`src/rtl/spi_master.sv`:
```
// spi_master: mode-0 MSb-first SPI master with byte valid/ready host side and burst SS
module spi_master #(
  parameter int unsigned HALF_PERIOD = 4,
  parameter int unsigned SS_LEAD = 8,
  parameter int unsigned SS_TRAIL = 8,
  parameter int unsigned SS_IDLE = 8
) (
  input  logic       clk_i,
  input  logic       rst_i,
  input  logic       tx_valid_i,
  output logic       tx_ready_o,
  input  logic [7:0] tx_data_i,
  input  logic       tx_last_i,
  output logic       rx_valid_o,
  output logic [7:0] rx_data_o,
  output logic       busy_o,
  output logic       sclk_o,
  output logic       ss_o,
  output logic       sdo_o,
  input  logic       sdi_i
);
  typedef enum logic [2:0] {IDLE, LEAD, XFER, NEXT, TRAIL, GAP} state_t;
  state_t state, state_n;
  logic [15:0] timer, lim;
  logic [2:0] bit_cnt;
  logic [6:0] tx_sr;
  logic [7:0] rx_sr;
  logic last, accept, tmr_done, half_end;
  assign tx_ready_o = (state == IDLE) || (state == NEXT);
  assign busy_o = state != IDLE;
  assign accept = tx_valid_i && tx_ready_o;
  assign lim = (state == LEAD) ? 16'(SS_LEAD - 1) :
               (state == XFER) ? 16'(HALF_PERIOD - 1) :
               (state == TRAIL) ? 16'(SS_TRAIL - 1) : 16'(SS_IDLE - 1);
  assign tmr_done = timer == lim;
  assign half_end = (state == XFER) && tmr_done;
  // next-state selection
  always_comb begin
    state_n = state;
    case (state)
      IDLE:  state_n = accept ? LEAD : IDLE;
      LEAD:  state_n = tmr_done ? XFER : LEAD;
      XFER:  state_n = (half_end && sclk_o && bit_cnt == 3'd7) ? (last ? TRAIL : NEXT) : XFER;
      NEXT:  state_n = accept ? XFER : NEXT;
      TRAIL: state_n = tmr_done ? GAP : TRAIL;
      GAP:   state_n = tmr_done ? IDLE : GAP;
      default: state_n = IDLE;
    endcase
  end
  // state register; the timer restarts on every state change and every SCLK half period
  always_ff @(posedge clk_i or posedge rst_i) begin
    if (rst_i) begin
      state <= IDLE;
      timer <= '0;
    end else begin
      state <= state_n;
      timer <= (state_n != state || tmr_done || state == IDLE || state == NEXT) ? '0 : timer + 16'd1;
    end
  end
  // SPI pins, shift registers and received-byte strobe
  always_ff @(posedge clk_i or posedge rst_i) begin
    if (rst_i) begin
      sclk_o <= 1'b0;
      ss_o <= 1'b1;
      sdo_o <= 1'b0;
      rx_valid_o <= 1'b0;
      rx_data_o <= '0;
      bit_cnt <= '0;
      tx_sr <= '0;
      rx_sr <= '0;
      last <= 1'b0;
    end else begin
      rx_valid_o <= 1'b0;
      if (accept) begin
        tx_sr <= tx_data_i[6:0];
        last <= tx_last_i;
        sdo_o <= tx_data_i[7];
        ss_o <= 1'b0;
      end
      if (half_end) begin
        sclk_o <= ~sclk_o;
        if (!sclk_o) rx_sr <= {rx_sr[6:0], sdi_i};
        else if (bit_cnt == 3'd7) begin
          rx_data_o <= rx_sr;
          rx_valid_o <= 1'b1;
          bit_cnt <= 3'd0;
        end else begin
          sdo_o <= tx_sr[6];
          tx_sr <= {tx_sr[5:0], 1'b0};
          bit_cnt <= bit_cnt + 3'd1;
        end
      end
      if (state == TRAIL && tmr_done) ss_o <= 1'b1;
    end
  end
endmodule

```
`config.mk`:
```
export PLATFORM = sky130hd
export DESIGN_NAME = spi_master
export DESIGN_NICKNAME = d
export VERILOG_FILES = /design/src/rtl/spi_master.sv
export SDC_FILE = /design/constraint.sdc
export NUM_CORES = 1
export LEC_CHECK = 0
export BUFFER_PORTS_ARGS = -buffer_cell sky130_fd_sc_hd__buf_4
export CAP_MARGIN = 10
export CORE_UTILIZATION = 40
export CTS_BUF_LIST = sky130_fd_sc_hd__clkbuf_4
export DETAILED_ROUTE_END_ITERATION = 10
export HOLD_SLACK_MARGIN = 0.03
export SYNTH_ARGS = -nofsm -noshare
export SYNTH_HDL_FRONTEND = slang
export SYNTH_SLANG_ARGS = --single-unit
```
`constraint.sdc`:
```
create_clock -name clk_i -period 3 [get_ports clk_i]
set_input_delay 0.3 -clock clk_i [delete_from_list [all_inputs] [get_ports clk_i]]
set_output_delay 0.3 -clock clk_i [all_outputs]
set_load 0.02 [all_outputs]
```
==> results.json <==
{
  "status": "complete, no violations",
  "fin_skew_ns": 0.01805,
  "fin_setup_tns_ns": 0,
  "cp-end-kind": "flip-flop",
  "drt-initial-drc-count": 78,
  "worst_path_max_delay_cell": "or4_4",
  "synthArstFlopShare_pct": 100.0,
  "p_sw_mw": 0.2618,
  "synth-seq-area-share_pct": 51.76,
  "grt-ovfl-total": 0,
  "synthFlopType": "dfrtp_1",
  "grt_usage_pct": 15.62,
  "synth_top_cell_area_share_pct": 50.67,
  "pin_count": 27,
  "fmax_mhz": 368.0,
  "die-width_um": 79.78,
  "p_seq_share_pct": 64.6,
  "crit_arrival_ns": 3.00,
  "grt_max_degree": 51,
  "post-route-util_pct": 48.43,
  "relSlewSlack_pct": 31.28,
  "cts_tree": "done",
  "area_growth_pct": 13.60,
  "comb_power_share_pct": 3.0,
  "slew_violations": 0,
  "drt_wl_total_um": 4439,
  "ys_ff_latch": 50,
  "insertedDiodeCount": 0,
  "postCtsSetupBuffers": 0,
  "cts_resized": 0,
  "syn_nets": 239,
  "path_clk_slew_ns": 0.16,
  "core_mm2": 0.005675,
  "final.setup.worst_slack_ns": 0.2826,
  "dp_hpwl_um": 3080,
  "hold_buffers": 0,
  "drcViolationCount": 0,
  "post-synth-top-area-cell": "dfrtp_1",
  "die-area_mm2": 0.006365,
  "hold_viol": 0,
  "internal-power_mw": 0.7968,
  "num_vias": 1692,
  "synthCells": 223,
  "first_pass_iters": 4,
  "htree_levels": 2,
  "crit_required_ns": 3.28,
  "finalNetCount": 262,
  "cts-root-buf": "clkbuf_4",
  "max_cap_violations": 0,
  "clock_sinks": 50,
  "die_h_um": 79.78,
  "ys_types": 41,
  "viasPerCell": 5.304,
  "antenna_found_initial": 0,
  "p_per_area_mw_per_mm2": 385.1,
  "swShare_pct": 24.73,
  "worst_skew_pair.late_latency_ns": 0.38,
  "period_needed_ns": 2.717,
  "crit_type": "reg -> reg",
  "grt_pass1_vias": 1675,
  "clockBufferDepth": 2,
  "worstMarginPinSlew_ns": 1.029,
  "yosys_warnings": 0,
  "synthMostInstantiatedCell": "dfrtp_1",
  "synth-edff-count": 0,
  "ant_nets": 0,
  "crit_chain": "ha_1 -> or4b_1 -> or4_4 -> nor3_4 -> mux2_2",
  "min_path_type": "in -> reg",
  "whs_ns": 0.1141,
  "cts_buffers": 5,
  "cp_slowest_stage_delay_ns": 0.64,
  "synth_area_leaders": "dfrtp_1 51%, mux2_2 8.4%, nor4_1 3.6%",
  "ir_worst_vdd_v": 0.0001488,
  "post-place-ws_ns": 0.2669,
  "clkPwrFrac_pct": 32.4,
  "start_util_pct": 42.64,
  "setup_viol": 0,
  "fin_total_pwr_mw": 1.059,
  "netlist_top_cells_count": "49 x dfrtp_1, 21 x nor2_1, 18 x mux2_2",
  "core.rowCount": 27,
  "grt_pass1_wl_um": 7700,
  "worst-path-max-fanout": 13,
  "start_kind": "flip-flop",
  "gp_congestion": 0.7637,
  "io_buffers": 26,
  "syn_area_per_cell_um2": 10.85,
  "drive_above_1_share_pct": 25.91,
  "rsz0062_at_grt": "false",
  "p_leak_nw": 1.233,
  "period_share_pct": 90.58,
  "synth_area_mm2": 0.002420,
  "routedWlPerCell_um": 13.92
}
-- metrics by stage --
stage          cell area, µm²  cells
2_1_floorplan            2420    223
3_3_place_gp             2683    311
3_5_place_dp             2683    311
4_1_cts                  2749    319
5_1_grt                  2749    319
6_report                 2749    319
-- kinds of logic after synthesis --
kind of cell | count (synthesis) | share of synthesized area (%)
buffers and inverters | 19 | 2.999
xor gates and xnor gates | 15 | 5.429
AOI/OAI and AO/OA | 21 | 5.325
adders and majority gates | 3 | 1.551
and+or+nand+nor | 88 | 20.79
muxes | 27 | 12.15
DFF | 50 | 51.76
-- power groups by stage --
stage	clock [mW]	combinational (mW)	sequential, mW
4_1_cts	0.363	0.0332	0.685
6_report	0.343	0.0315	0.684
5_1_grt	0.390	0.0359	0.686
3_3_place_gp	0	0.0327	0.697
2_1_floorplan	0	0.0158	0.695
3_5_place_dp	0	0.0331	0.697
-- layout make-up --
type | instances | area, µm²
fillers | 546 | 2927
repair buffers | 29 | 217.7
clock inverters | 3 | 28.78
multi-input cells | 154 | 1100
inverters | 6 | 22.52
clock buffers | 5 | 37.54
well taps | 72 | 90.09
flip-flops and latches | 50 | 1252
-- worst max-delay path, delay by kind of cell, from the launching register on --
family | cells | cell delay (ns)
adders and majority gates | 1 | 0.23
DFF | 1 | 0.43
muxes | 1 | 0.39
and+or+nand+nor | 3 | 1.58
-- routing by layer --
layer	vias to the layer above	global-route usage, %	part of all wire, %
met2	24	25.38	47
met3	4	3.771	3.3
met5	-	0	0
met4	0	5.357	1.2
met1	819	20.29	48
li1	845	-	-
-- sequential cells by signal, summed over array words and instances, names as in the netlist --
name and flops:
state 3, tx_sr 7, rx_sr 8, last 1, sdo_o 1, timer 16, rx_valid_o 1, sclk_o 1
ss_o 1, rx_data_o 8, bit_cnt 3
-- final timing paths --
kind | to | start | depth (start not counted) | slack (ns)
setup reg to reg | rx_data_o[7] | timer[0] | 5 | 0.28
setup / recovery | rx_data_o[7] | timer[0] | 5 | 0.28
max in group asynchronous | tx_sr[2] | rst_i | 2 | 2.20
hold reg to reg | ss_o | ss_o | 2 | 0.50
hold / removal | last | tx_last_i | 3 | 0.11
min in group asynchronous | rx_sr[3] | rst_i | 2 | 0.15
-- placed cells by master (no fill, tap or decap), types with 2 or more instances in the layout --
cell type,count
xnor2_1,10
mux2i_1,8
nand4_1,4
dfrtp_1,49
a21o_1,2
o21ai_0,4
clkbuf_4,5
mux2_2,18
a21oi_1,10
xor2_1,5
o31ai_1,2
inv_1,5
or3_1,3
nand2b_1,2
ha_1,3
nor3_1,4
nand3_1,7
and2_1,3
nand2_1,11
nor2b_1,2
nor2_1,21
or4_1,5
buf_4,29
nor4_1,14
No activity file was read; power rests on OpenSTA's default activity.
